**config.mk**
```make
export PLATFORM = sky130hd
export DESIGN_NAME = hazard_trap_sequencer
export DESIGN_NICKNAME = d
export VERILOG_FILES = /design/src/rtl/hazard_trap_sequencer.sv
export SDC_FILE = /design/constraint.sdc
export NUM_CORES = 1
export LEC_CHECK = 0
export BUFFER_PORTS_ARGS = -buffer_cell sky130_fd_sc_hd__buf_2
export CORE_AREA = 2 2 148 150
export CTS_CLUSTER_SIZE = 10
export DETAILED_ROUTE_END_ITERATION = 7
export DIE_AREA = 0 0 150 152
export SETUP_SLACK_MARGIN = 0.3
export SLEW_MARGIN = 40
export SYNTH_ARGS = -nofsm -noshare
export SYNTH_HDL_FRONTEND = slang
export SYNTH_SLANG_ARGS = --single-unit
```
**constraint.sdc**
```tcl
create_clock -name CLK -period 2.67 [get_ports CLK]
set_input_delay 0.4005 -clock CLK [delete_from_list [all_inputs] [get_ports CLK]]
set_output_delay 0.4005 -clock CLK [all_outputs]
set_load 0.005 [all_outputs]
```
**src/rtl/hazard_trap_sequencer.sv**
```systemverilog
// Pipeline hazard, trap and mret sequencer for the two-stage core.
// Optional performance counters are built when HAZARD_PERF_CNT_EN is defined.
module hazard_trap_sequencer (
  input  logic        CLK,
  input  logic        RST,
  input  logic        i_mem_busy,
  input  logic        d_mem_busy,
  input  logic        dren,
  input  logic        dwen,
  input  logic        jump,
  input  logic        branch,
  input  logic        mispredict,
  input  logic        halt,
  input  logic        ret,
  input  logic        token_ex,
  input  logic        mal_insn,
  input  logic        fault_insn,
  input  logic        breakpoint,
  input  logic        illegal_insn,
  input  logic        env_m,
  input  logic        mal_l,
  input  logic        fault_l,
  input  logic        mal_s,
  input  logic        fault_s,
  input  logic [31:0] epc_f,
  input  logic [31:0] epc_e,
  input  logic [31:0] badaddr_f,
  input  logic [31:0] badaddr_e,
  input  logic [31:0] tvec,
  input  logic [31:0] mepc,
  output logic        pc_en,
  output logic        npc_sel,
  output logic        if_ex_stall,
  output logic        if_ex_flush,
  output logic        iren,
  output logic [31:0] priv_pc,
  output logic        insert_priv_pc,
  output logic        trap_valid,
  output logic        mret_valid,
  output logic [3:0]  trap_cause,
  output logic [31:0] trap_epc,
  output logic [31:0] trap_badaddr,
  output logic        halted,
  output logic [31:0] stall_count,
  output logic [31:0] flush_count
);

  // state    | meaning
  // RUN      | normal flow, hazard stalls and branch flushes
  // DRAIN    | event captured, waiting for data memory to go idle
  // TRAP     | one-cycle trap_valid / mret_valid strobe
  // REDIRECT | fetch redirected to tvec or mepc
  // HALTED   | core stopped until reset
  typedef enum logic [2:0] {RUN, DRAIN, TRAP, REDIRECT, HALTED} state_t;

  state_t state, state_nxt;

  logic       ev;
  logic       ev_fetch;
  logic       ev_ret;
  logic [3:0] ev_cause;
  logic       is_ret;

  // branch is resolved upstream into jump/mispredict; kept for port compatibility
  logic unused_branch;
  assign unused_branch = branch;

  always_comb begin
    ev       = 1'b1;
    ev_fetch = 1'b0;
    ev_ret   = 1'b0;
    ev_cause = 4'd0;
    if (token_ex && breakpoint)        ev_cause = 4'd3;
    else if (token_ex && illegal_insn) ev_cause = 4'd2;
    else if (token_ex && env_m)        ev_cause = 4'd11;
    else if (token_ex && mal_l)        ev_cause = 4'd4;
    else if (token_ex && fault_l)      ev_cause = 4'd5;
    else if (token_ex && mal_s)        ev_cause = 4'd6;
    else if (token_ex && fault_s)      ev_cause = 4'd7;
    else if (token_ex && ret)          ev_ret   = 1'b1;
    else if (!i_mem_busy && mal_insn) begin
      ev_cause = 4'd0;
      ev_fetch = 1'b1;
    end else if (!i_mem_busy && fault_insn) begin
      ev_cause = 4'd1;
      ev_fetch = 1'b1;
    end else begin
      ev = 1'b0;
    end
  end

  always_ff @(posedge CLK or posedge RST) begin
    if (RST) state <= RUN;
    else     state <= state_nxt;
  end

  always_ff @(posedge CLK or posedge RST) begin
    if (RST) begin
      trap_cause   <= 4'd0;
      trap_epc     <= 32'd0;
      trap_badaddr <= 32'd0;
      is_ret       <= 1'b0;
    end else if (state == RUN && ev) begin
      trap_cause   <= ev_cause;
      trap_epc     <= ev_fetch ? epc_f : epc_e;
      trap_badaddr <= ev_fetch ? badaddr_f : badaddr_e;
      is_ret       <= ev_ret;
    end
  end

  always_comb begin
    state_nxt = state;
    case (state)
      RUN: begin
        if (ev)                    state_nxt = d_mem_busy ? DRAIN : TRAP;
        else if (halt && token_ex) state_nxt = HALTED;
      end
      DRAIN:    if (!d_mem_busy) state_nxt = TRAP;
      TRAP:     state_nxt = REDIRECT;
      REDIRECT: state_nxt = RUN;
      HALTED:   state_nxt = HALTED;
      default:  state_nxt = RUN;
    endcase
  end

  // Outputs are gated by RST so the reset values hold for the whole reset window.
  always_comb begin
    pc_en          = 1'b0;
    npc_sel        = 1'b0;
    if_ex_stall    = 1'b1;
    if_ex_flush    = 1'b0;
    iren           = 1'b1;
    priv_pc        = 32'd0;
    insert_priv_pc = 1'b0;
    trap_valid     = 1'b0;
    mret_valid     = 1'b0;
    halted         = 1'b0;
    if (RST) begin
      iren = 1'b0;
    end else begin
      case (state)
        RUN: begin
          if_ex_stall = i_mem_busy | (d_mem_busy & (dren | dwen)) | ev;
          pc_en       = ~if_ex_stall;
          npc_sel     = jump | mispredict;
          if_ex_flush = npc_sel;
        end
        TRAP: begin
          trap_valid = ~is_ret;
          mret_valid = is_ret;
        end
        REDIRECT: begin
          insert_priv_pc = 1'b1;
          priv_pc        = is_ret ? mepc : tvec;
          pc_en          = 1'b1;
          if_ex_flush    = 1'b1;
          if_ex_stall    = 1'b0;
        end
        HALTED: begin
          iren   = 1'b0;
          halted = 1'b1;
        end
        default: ;
      endcase
    end
  end

`ifdef HAZARD_PERF_CNT_EN
  always_ff @(posedge CLK or posedge RST) begin
    if (RST) begin
      stall_count <= 32'd0;
      flush_count <= 32'd0;
    end else begin
      if (if_ex_stall) stall_count <= stall_count + 32'd1;
      if (if_ex_flush) flush_count <= flush_count + 32'd1;
    end
  end
`else
  assign stall_count = 32'd0;
  assign flush_count = 32'd0;
`endif

endmodule
```
=== After elaboration in Yosys (flattened, before gate mapping) ===
Index checks and enable logic that the tools add are counted.

* Flip-flop bits (word level): 72
* Bits of input ports: 213
* Output and inout port bits: 173
* Word-level logic and storage cells: 97

* Equality and inequality tests: 6
* Multiplexer cells: 64
* Bitwise gates (word level): 7
* Reduce and logical (&&, ||, !) cells: 15

{| class="wikitable"
|+ Operators with widths
! operator !! count
|-
| 32-bit 2-to-1 mux || 5
|-
| 1-bit 2-to-1 mux || 44
|-
| 3-bit 2-to-1 mux || 7
|-
| 1-bit logical AND || 12
|-
| 4-bit 2-to-1 mux || 3
|-
| 3-bit one-hot mux with 4 select lines || 1
|-
| 3-bit by 2-bit equality test with 1-bit output, second input constant || 2
|-
| 1-bit one-hot mux with 2 select lines || 3
|-
| 1-bit OR || 4
|-
| 3-bit by 1-bit equality test with 1-bit output, second input constant || 1
|-
| 3-bit equality test, second input constant || 1
|-
| 3-bit logical NOT || 1
|-
| 3-bit by 2-bit != test with 1-bit output, second input constant || 1
|-
| 2-bit 2-to-1 mux || 1
|-
| 2-bit != test, second input constant || 1
|-
| 1-bit NOT || 2
|-
| 2-bit AND reduction || 1
|-
| 1-bit AND || 1
|-
| 1-bit logical NOT || 1
|}

=== Logic depth before layout (Yosys ltp) ===
Gate-level depths: netlist of run 1.

* Depth in word-level cells: 16
* Gate-level depth with buffers: 6
* Mapped depth without buffers: 4

=== Worst setup path after synthesis of run 1 ===
No wires, ideal clock.

* Path kind: input port to output port
* Start point: input port RST
* End point: output port halted
* Arrival time: 2259 ps
* Required time: 2270 ps
* Path slack: 10 ps
* Stages: 2
* Path buffers: 0
* Cell sequence: inv_1 -> and3_1

* Longest elaborated chain between the ends: 1

{| class="wikitable"
|+ Ends and longest elaborated chain
! what !! line !! RTL
|-
| start, declared || 5 || <nowiki>input logic RST,</nowiki>
|-
| 1-bit 2-to-1 mux || 138 || <nowiki>if (RST) begin</nowiki>
|-
| end, declared || 43 || <nowiki>output logic halted,</nowiki>
|}

No other way between the ends.

=== Worst setup path in the final report of run 1 ===
* Start point: register state[2]
* End point: output port pc_en

* Longest elaborated chain between the ends: 3
* Elaborated cells between the ends (all ways): 4
* Classes of those cells: 1 x eq/ne; 2 x mux; 1 x reduce/logical

{| class="wikitable"
|+ Ends and longest elaborated chain
! what !! line !! RTL
|-
| start, declared || 56 || <nowiki>state_t state, state_nxt;</nowiki>
|-
| start signal, assigned || 94 || <nowiki>else state <= state_nxt;</nowiki>
|-
| 3-bit by 2-bit equality test with 1-bit output / 3-bit logical NOT (equally long branches) || 141 || <nowiki>case (state)</nowiki>
|-
| 1-bit one-hot mux with 2 select lines * || 141 ||
|-
| 1-bit 2-to-1 mux * || 138 ||
|-
| end, declared || 31 || <nowiki>output logic pc_en,</nowiki>
|}

Mark *: on every way between the ends. The rest lies on a longest branch, timed or not.

==> tab_implementation.tex, run 1 <==
\begin{tabular}{lr}
\hline
Metric & Value \\
\hline
\multicolumn{2}{l}{\textbf{Yosys}} \\
\quad Xor-xnor portion of the synthesized cell area & 0\% \\
\quad Register bit count reported by yosys & slightly above 70 \\
\quad Distinct cells, synth & 34 \\
\quad Warning count from the yosys run & 0 \\
\quad Largest area contributor in the netlist & sky130\_fd\_sc\_hd\_\_dfrtp\_1 \\
\quad Largest cells by area after synthesis & sky130\_fd\_sc\_hd\_\_dfrtp\_1, sky130\_fd\_sc\_hd\_\_and3\_1, sky130\_fd\_sc\_hd\_\_a211o\_1 \\
\quad Synthesized area & $\sim$4700 µm² \\
\quad Mapped Avg Cell Area & 9.50 µm² \\
\quad Portion of the post-synthesis area used by sequential elements & between 30 and 40\% \\
\quad Count of mapped cells out of synthesis & between 400 and 500 \\
\quad Ys async rst share & 100\% \\
\quad Count leader, synth & sky130\_fd\_sc\_hd\_\_and3\_1 \\
\quad Area fraction in compound gates after synthesis & between 10\% and 20\% \\
\quad Mux cell area share after synthesis & $\sim$8.0\% \\
\quad Proportion of netlist area held by the largest area contributor & between 30 and 40\% \\
\quad Adder-cell share of the synthesized area & 0\% \\
\quad Share of synthesized cell area in and, or, nand and nor gates & between 20\% and 30\% \\
\quad Most instantiated flip-flop cell in the synthesis netlist & sky130\_fd\_sc\_hd\_\_dfrtp\_1 \\
\quad Combinational family with the most area after synthesis & simple AND/OR/NAND/NOR gates \\
\quad Number of enable flip-flop cells after synthesis & 0 \\
\quad Synth top cells by count & sky130\_fd\_sc\_hd\_\_and3\_1, sky130\_fd\_sc\_hd\_\_dfrtp\_1, sky130\_fd\_sc\_hd\_\_buf\_4 \\
\multicolumn{2}{l}{\textbf{STA}} \\
\quad Fin. Hold Viols & 0 \\
\quad Share of the cycle needed by the critical path after routing & $\sim$86\% \\
\quad Max Fclk & 435 MHz \\
\quad Setup ws final & between 0.3 and 0.4 ns \\
\quad Shortest period the worst path allows & 2.30 ns \\
\quad Final setup violation count & 0 \\
\quad Setup repair after global routing missed its margin & true \\
\quad TNS Setup & 0 ns \\
\quad Clock skew & just over 0.005 ns \\
\quad Number of pins exceeding their max-slew limit in the final report & 0 \\
\quad Remaining max-slew budget at the tightest pin & 58.4\% \\
\quad Pin slew with the least headroom to its limit & 0.625 ns \\
\multicolumn{2}{l}{\textbf{Pwr}} \\
\quad Cell leakage power & between 4 and 5 nW \\
\quad Design internal power & between 3 and 4 mW \\
\quad Share of total power in sequential cells & 34.5\% \\
\quad Final Total Pwr & 5.44 mW \\
\quad Worst supply voltage drop on vdd & about 0.27 mV \\
\quad Power per Cell Area & 823 nW/µm² \\
\quad Share of total power consumed by net switching & 35.3\% \\
\quad P\_sw & 1.92 mW \\
\quad Fraction of power consumed by the clock network & 21.6\% \\
\quad Comb pwr share & 43.9\% \\
\multicolumn{2}{l}{\textbf{Global route}} \\
\quad Initial antenna violation count & 3 \\
\quad Pin count of the biggest net entering global routing & 73 \\
\quad Met1 capacity usage during global routing & approximately 16\% \\
\quad Wire length of the first global-routing pass & 25.0 mm \\
\quad Via count of the first global-routing pass & around 4.5k \\
\quad Grt ovf & 0 \\
\quad Global routing met2 resource utilization & between 20\% and 30\% \\
\quad Overall routing resource usage & 14.0\% \\
\quad Most Crowded Layer GR & met2 \\
\quad Met3 usage in global routing & 2.64\% \\
\multicolumn{2}{l}{\textbf{Routing}} \\
\quad Number of remaining DRC errors & 0 \\
\quad Pre-antenna DRT Iters & 5 \\
\quad Drt wl/cell & about 16 µm \\
\quad Via count & roughly 4.7k \\
\quad Residual antenna-violating net count after detailed routing & 0 \\
\quad Iteration-0 DRC count of the detailed router & roughly 250 \\
\quad Number of vias per cell after detailed routing & between 4 and 5 \\
\quad Final Routed Wirelength & $\sim$17 mm \\
\multicolumn{2}{l}{\textbf{Floorplanning}} \\
\quad Effective utilization at floorplan & a little over a fifth \\
\quad Ports & approximately 390 \\
\quad Die X & roughly 150 µm \\
\quad Standard-cell row count & 54 \\
\quad Y dimension of the die & roughly 150 µm \\
\quad Full die area & 22800 µm² \\
\quad Core area & around 21000 µm² \\
\multicolumn{2}{l}{\textbf{Worst setup path}} \\
\quad Setup CP Type & flip-flop to primary output \\
\quad Worst Path Required & between 2 and 2.5 ns \\
\quad Largest delay contributor family on the critical path & simple AND/OR/NAND/NOR gates \\
\quad Largest fanout of any net on the critical path & 8 \\
\quad CP endpoint kind & primary output \\
\quad Max stage delay on crit path & between 0.4 and 0.5 ns \\
\quad Depth of the worst register-to-register path & 4 \\
\quad Launching element type of the critical path & flip-flop \\
\quad Count of buffer and inverter cells on the critical path & 1 \\
\quad Worst endpoint data arrival time & approximately 1.9 ns \\
\quad Instance count on the critical path & 5 \\
\quad List of cells traversed by the critical path & or3\_1 > nor2\_2 > nand3b\_1 > o21ai\_1 > buf\_2 \\
\quad Slowest-stage cell, CP & sky130\_fd\_sc\_hd\_\_or3\_1 \\
\quad FF-to-FF Start & state[2] \\
\quad Launching element of the worst setup path & state[2] \\
\multicolumn{2}{l}{\textbf{Layout}} \\
\quad Cell Count, Final, Fillers Out & about 1.1k \\
\quad Filler Cell Count & about 2.3k \\
\quad NumNets Final & about 1k \\
\quad Share of cells above drive strength 1 & $\sim$45\% \\
\quad Register cell area after layout & 1810 µm² \\
\quad Layout overhead on the synthesized area & 40.8\% \\
\quad Combined area of the multi-input logic cells & roughly 2400 µm² \\
\quad Area of all placed cells without fillers & around 6600 µm² \\
\multicolumn{2}{l}{\textbf{CTS}} \\
\quad Worst-skew pair later-pin latency & between 0.3 and 0.4 ns \\
\quad Number of buffers added to fix hold violations after cts & 0 \\
\quad TritonCTS Buffers & 9 \\
\quad H-tree depth & 3 \\
\quad CTS tree & built \\
\quad Sinks on the clock net & a little over 70 \\
\quad Clk Tree Root Cell & sky130\_fd\_sc\_hd\_\_clkbuf\_16 \\
\quad Clock input transition at the sequential cells of the worst setup and hold paths & roughly 0.06 ns \\
\quad Number of buffers on the longest clock path & 2 \\
\multicolumn{2}{l}{\textbf{Job}} \\
\quad Max\_cap viols & 0 \\
\multicolumn{2}{l}{\textbf{Place}} \\
\quad Post-place instance area & between 6000 and 7000 µm² \\
\quad Worst setup slack after placement & around 0.25 ns \\
\quad Port-buffer cells & between 300 and 400 \\
\quad Placed cell count & roughly 1.1k \\
\quad Routability-driven placement congestion ratio & between 0.7 and 0.8 \\
\quad HPWL after detailed placement & between 10 and 15 mm \\
\multicolumn{2}{l}{\textbf{Run status}} \\
\quad Status & complete, no violations \\
\multicolumn{2}{l}{\textbf{Min path}} \\
\quad Type of the worst min-delay path & input port to asynchronous set/reset pin \\
\hline
\end{tabular}
-- stage by stage --
step | hold WS, ns | utilization (%)
floorplan | 0.484 | -
global placement | 0.465 | 29.6
detailed placement | 0.470 | 29.6
CTS | 0.222 | 30.9
global route | 0.254 | 30.9
finish | 0.222 | 30.9
-- timing repair --
item,in CTS,in global routing
gates resized for setup,1,2
buffers inserted,0,0
setup endpoints to repair,1,3
pin swaps,0,1
-- path summary, 6_finish.rpt --
kind	to	slack (ns)
min in group CLK	trap_badaddr[11]	0.38
worst min-delay path	state[2]	0.22
worst min register to register	trap_badaddr[26]	0.48
max in group asynchronous	trap_epc[19]	2.13
worst max-delay path	pc_en	0.37
worst max register to register	trap_epc[9]	0.74
-- logic make-up after synthesis --
logic type / after synthesis
mux: 37
flops: 72
other cells: 1
buf+inv: 109
compound gates: 82
simple gates: 193
-- routing by layer --
metal | up-vias | wire length (µm)
met4 | 2 | 214
met1 | 2219 | 6730
met2 | 233 | 8840
met5 | - | 13
li1 | 2255 | -
met3 | 13 | 1060
-- placed cells by master, fill, tap and decap left out, types with 2 or more instances in the layout --
cell / n
sky130_fd_sc_hd__clkbuf_8: 4
sky130_fd_sc_hd__a211o_1: 64
sky130_fd_sc_hd__nor2_1: 37
sky130_fd_sc_hd__a21oi_1: 3
sky130_fd_sc_hd__nand2_1: 5
sky130_fd_sc_hd__mux2_1: 3
sky130_fd_sc_hd__or3_1: 2
sky130_fd_sc_hd__o22ai_1: 2
sky130_fd_sc_hd__clkbuf_16: 9
sky130_fd_sc_hd__inv_1: 3
sky130_fd_sc_hd__dfrtp_1: 71
sky130_fd_sc_hd__conb_1: 64
sky130_fd_sc_hd__buf_2: 320
sky130_fd_sc_hd__nand3_1: 3
sky130_fd_sc_hd__mux2i_1: 33
sky130_fd_sc_hd__buf_4: 6
sky130_fd_sc_hd__buf_12: 3
sky130_fd_sc_hd__o21ai_0: 3
sky130_fd_sc_hd__and3_1: 131
sky130_fd_sc_hd__nor2b_1: 3
sky130_fd_sc_hd__nor3_1: 5
sky130_fd_sc_hd__o21a_1: 2
sky130_fd_sc_hd__diode_2: 2
-- area by class of cell --
type / instances / share of cell area (%)
Antenna cell: 2 / 0.0758
Tap cell: 280 / 5.30
Multi-Input combinational cell: 376 / 36.8
Sequential cell: 72 / 27.3
Timing Repair Buffer: 330 / 26.0
Inverter: 4 / 0.284
Clock buffer: 13 / 4.24
-- sequential cells by signal, summed over array words and instances, names as in the netlist --
signal,count
trap_cause,4
trap_badaddr,32
trap_epc,32
state,3
is_ret,1
-- worst min-delay path: cells and delay by family --
kind / cells / cell delay [ns]
buf+inv: 3 / 0.56
-- power groups by stage --
| stage | Clock (mW) | Sequential (mW) | Combinational [mW] |
|---|---|---|---|
| floorplan | 0 | 1.92 | 1.33 |
| global placement | 0 | 1.88 | 2.41 |
| detailed placement | 0 | 1.89 | 2.41 |
| CTS | 1.23 | 1.88 | 2.42 |
| global route | 1.27 | 1.94 | 2.63 |
| finish | 1.17 | 1.88 | 2.39 |
No activity file was read; power rests on OpenSTA's default activity.
==> run 2, diff against run 1 <==
- CELL_PAD_IN_SITES_DETAIL_PLACEMENT: unset -> 0
- CELL_PAD_IN_SITES_GLOBAL_PLACEMENT: unset -> 1
- CORE_AREA: 2 2 148 150 -> 2 2 152 154
- DIE_AREA: 0 0 150 152 -> 0 0 154 156
- PLACE_DENSITY_LB_ADDON: unset -> 0.1
==> tab_implementation.tex, run 2 (synthesis gave the netlist of run 1 again) <==
\begin{tabular}{lr}
\hline
Metric & Value \\
\hline
\multicolumn{2}{l}{\textbf{Worst setup path}} \\
\quad CP endpoint kind & primary output \\
\quad Worst R2R Setup Slack & 0.78 ns (+0.04 ns) \\
\quad Worst endpoint data arrival time & 1.86 ns (-0.04 ns) \\
\quad Max stage delay on crit path & 0.58 ns (+0.09 ns) \\
\quad Launching element type of the critical path & input port \\
\quad Depth of the worst register-to-register path & 4 (unchanged) \\
\quad List of cells traversed by the critical path & buf\_2 > or4\_4 > o31ai\_4 > nand2\_1 > o21a\_1 > buf\_2 \\
\quad Worst Path Required & 2.27 ns (about the same) \\
\quad Setup CP Type & input port to primary output \\
\quad Largest fanout of any net on the critical path & 4 (-4) \\
\quad Slowest-stage cell, CP & sky130\_fd\_sc\_hd\_\_or4\_4 \\
\quad Most common cell on crit path & sky130\_fd\_sc\_hd\_\_buf\_2 \\
\quad End of the worst register-to-register path & trap\_badaddr[16] \\
\quad FF-to-FF Start & state[1] \\
\multicolumn{2}{l}{\textbf{CTS}} \\
\quad Number of buffers added to fix hold violations after cts & 0 (unchanged) \\
\quad TritonCTS Buffers & 9 (unchanged) \\
\quad Setup repair bufs after CTS & 0 (unchanged) \\
\quad Number of buffers on the longest clock path & 2 (unchanged) \\
\quad CTS tree & built \\
\quad Clk Tree Root Cell & sky130\_fd\_sc\_hd\_\_clkbuf\_16 \\
\quad Clock input transition at the sequential cells of the worst setup and hold paths & 0.07 ns (about the same) \\
\quad Worst-skew pair later-pin latency & 0.34 ns (about the same) \\
\quad H-tree depth & 3 (unchanged) \\
\quad Sinks on the clock net & 72 (unchanged) \\
\multicolumn{2}{l}{\textbf{Floorplanning}} \\
\quad Standard-cell row count & 55 (+1.9\%) \\
\quad Die X & 154 µm (+2.7\%) \\
\quad Effective utilization at floorplan & 21.0\% (-1.0 points) \\
\quad Ports & 386 (unchanged) \\
\quad Y dimension of the die & 156 µm (+2.6\%) \\
\quad Full die area & 24000 µm² (+5.4\%) \\
\quad Core area & 22400 µm² (+4.8\%) \\
\multicolumn{2}{l}{\textbf{Pwr}} \\
\quad P\_sw & 2.01 mW (+4.9\%) \\
\quad Power per Cell Area & 871 nW/µm² (+5.7\%) \\
\quad Share of total power in sequential cells & 32.4\% (-2.1 points) \\
\quad Share of total power consumed by net switching & 34.5\% (-0.79 points) \\
\quad Comb pwr share & 42.1\% (-1.8 points) \\
\quad Worst supply voltage drop on vdd & 0.322 mV (+20\%) \\
\quad Design internal power & 3.82 mW (+8.6\%) \\
\quad Fraction of power consumed by the clock network & 25.5\% (+3.9 points) \\
\quad Cell leakage power & 4.22 nW (+0.88\%) \\
\multicolumn{2}{l}{\textbf{Routing}} \\
\quad Residual antenna-violating net count after detailed routing & 0 (unchanged) \\
\quad Via count & 4807 (+1.8\%) \\
\quad Drt wl/cell & 17.6 µm (+12\%) \\
\quad Pre-antenna DRT Iters & 4 (-1) \\
\quad Final Routed Wirelength & 19.1 mm (+13\%) \\
\quad Number of remaining DRC errors & 0 (unchanged) \\
\quad Number of vias per cell after detailed routing & 4.43 (+0.96\%) \\
\quad Iteration-0 DRC count of the detailed router & 168 (-33\%) \\
\multicolumn{2}{l}{\textbf{Layout}} \\
\quad Area of all placed cells without fillers & 6710 µm² (+1.5\%) \\
\quad Share of cells above drive strength 1 & 44.8\% (+0.22 points) \\
\quad Utilization after layout & 30.0\% (-0.96 points) \\
\quad Commonest non-fill, non-tap cell in the layout & sky130\_fd\_sc\_hd\_\_buf\_2 \\
\quad Layout overhead on the synthesized area & 42.9\% \\
\quad Cell Count, Final, Fillers Out & 1086 (+0.84\%) \\
\quad Biggest regs & trap\_badaddr x32, trap\_epc x32, trap\_cause x4 \\
\quad NumNets Final & 1008 (+0.20\%) \\
\quad Commonest cells after routing, fill and taps aside & sky130\_fd\_sc\_hd\_\_buf\_2, sky130\_fd\_sc\_hd\_\_and3\_1, sky130\_fd\_sc\_hd\_\_dfrtp\_1 \\
\multicolumn{2}{l}{\textbf{STA}} \\
\quad Number of pins exceeding their max-slew limit in the final report & 0 (unchanged) \\
\quad Shortest period the worst path allows & 2.26 ns (-0.0401 ns) \\
\quad Remaining max-slew budget at the tightest pin & 55.6\% (-2.8 points) \\
\quad Share of the cycle needed by the critical path after routing & 84.6\% (-1.5 points) \\
\quad Setup repair after global routing missed its margin & false \\
\quad Setup ws final & 0.411 ns (+0.0401 ns) \\
\quad Final setup violation count & 0 (unchanged) \\
\quad Pin slew with the least headroom to its limit & 0.666 ns (+0.0413 ns) \\
\quad Max Fclk & 443 MHz (+1.8\%) \\
\quad Clock skew & 0.00776 ns (+0.00266 ns) \\
\quad TNS Setup & 0 ns (unchanged) \\
\quad Fin. Hold Viols & 0 (unchanged) \\
\multicolumn{2}{l}{\textbf{Global route}} \\
\quad Overall routing resource usage & 15.2\% (+1.2 points) \\
\quad Wire length of the first global-routing pass & 28.2 mm (+13\%) \\
\quad Pin count of the biggest net entering global routing & 65 (-11\%) \\
\quad Via count of the first global-routing pass & 4942 (+10\%) \\
\quad Initial antenna violation count & 0 (-3) \\
\quad Grt ovf & 0 (unchanged) \\
\multicolumn{2}{l}{\textbf{Place}} \\
\quad Routability-driven placement congestion ratio & 0.838 (+8.3\%) \\
\quad HPWL after detailed placement & 14.2 mm (+14\%) \\
\quad Placed cell count & 1069 (+0.66\%) \\
\quad Post-place instance area & 6320 µm² (+0.14\%) \\
\quad Port-buffer cells & 320 (unchanged) \\
\quad Worst setup slack after placement & 0.249 ns (-0.00406 ns) \\
\multicolumn{2}{l}{\textbf{Min path}} \\
\quad Type of the worst min-delay path & input port to asynchronous set/reset pin \\
\multicolumn{2}{l}{\textbf{Job}} \\
\quad Max\_cap viols & 0 (unchanged) \\
\multicolumn{2}{l}{\textbf{Run status}} \\
\quad Status & complete, no violations \\
\hline
\end{tabular}
==> run 2: cell types whose count changed in the layout (fill, tap and decap cells not counted), moves of 2 or more <==
cell	before	now
sky130_fd_sc_hd__clkbuf_1	0	2
sky130_fd_sc_hd__buf_4	6	10
sky130_fd_sc_hd__bufinv_16	0	4
sky130_fd_sc_hd__clkbuf_8	4	0
==> run 2: worst max path at each step <==
stage	start	endpoint	slack (ns)	cells past startpoint
floorplan	RST	halted	0.39	2
global placement	mal_l	trap_epc[18]	0.26	5
detailed placement	mal_l	trap_epc[18]	0.25	5
CTS	state[2]	if_ex_flush	0.34	5
global route	state[2]	priv_pc[30]	0.30	5
finish	mal_l	if_ex_stall	0.41	6
==> run 2: area by class of cell <==
type / instances / area, µm²
fillers: 2458 / 15700
multi-input cells: 376 / 2440
flip-flops and latches: 72 / 1810
repair buffers: 332 / 1720
well taps: 285 / 357
clock buffers: 11 / 233
clock inverters: 5 / 129
inverters: 4 / 18.8
diodes: 1 / 2.50
==> run 2: power groups by stage <==
stage / registers (mW) / clock network, mW / logic, mW
after floorplan: 1.92 / 0 / 1.33
after global routing: 1.96 / 1.59 / 2.71
after detailed placement: 1.90 / 0 / 2.50
final: 1.89 / 1.49 / 2.46
after CTS: 1.89 / 1.53 / 2.51
after global placement: 1.89 / 0 / 2.48
==> run 2: timing repair <==
item / CTS / global route
gates resized for setup: 1 / 2
endpoints found under the hold margin: 0 / 0
pin swaps: 0 / 0
endpoints found under the setup margin: 16 / 21
==> run 2: worst max-delay path: cells and delay by family <==
| kind | cells | cell delay [ns] |
|---|---|---|
| AND/OR/NAND/NOR | 2 | 0.70 |
| buffers and inverters | 2 | 0.24 |
| AO/OA/AOI/OAI | 2 | 0.51 |
==> run 2: layer usage <==
metal	up-vias	track usage, %	share of wire, %
met5	-	0	0
met4	0	4.41	0.99
met3	11	4.06	7.6
met2	238	27.4	51
met1	2290	17.7	41
li1	2268	-	-
==> run 2: through the flow <==
stage          power (mW)  hold WS (ns)
6_report             5.84        0.0402
5_1_grt              6.26        0.0592
4_1_cts              5.93        0.0385
3_5_place_dp         4.41         0.411
3_3_place_gp         4.37         0.405
2_1_floorplan        3.25         0.484
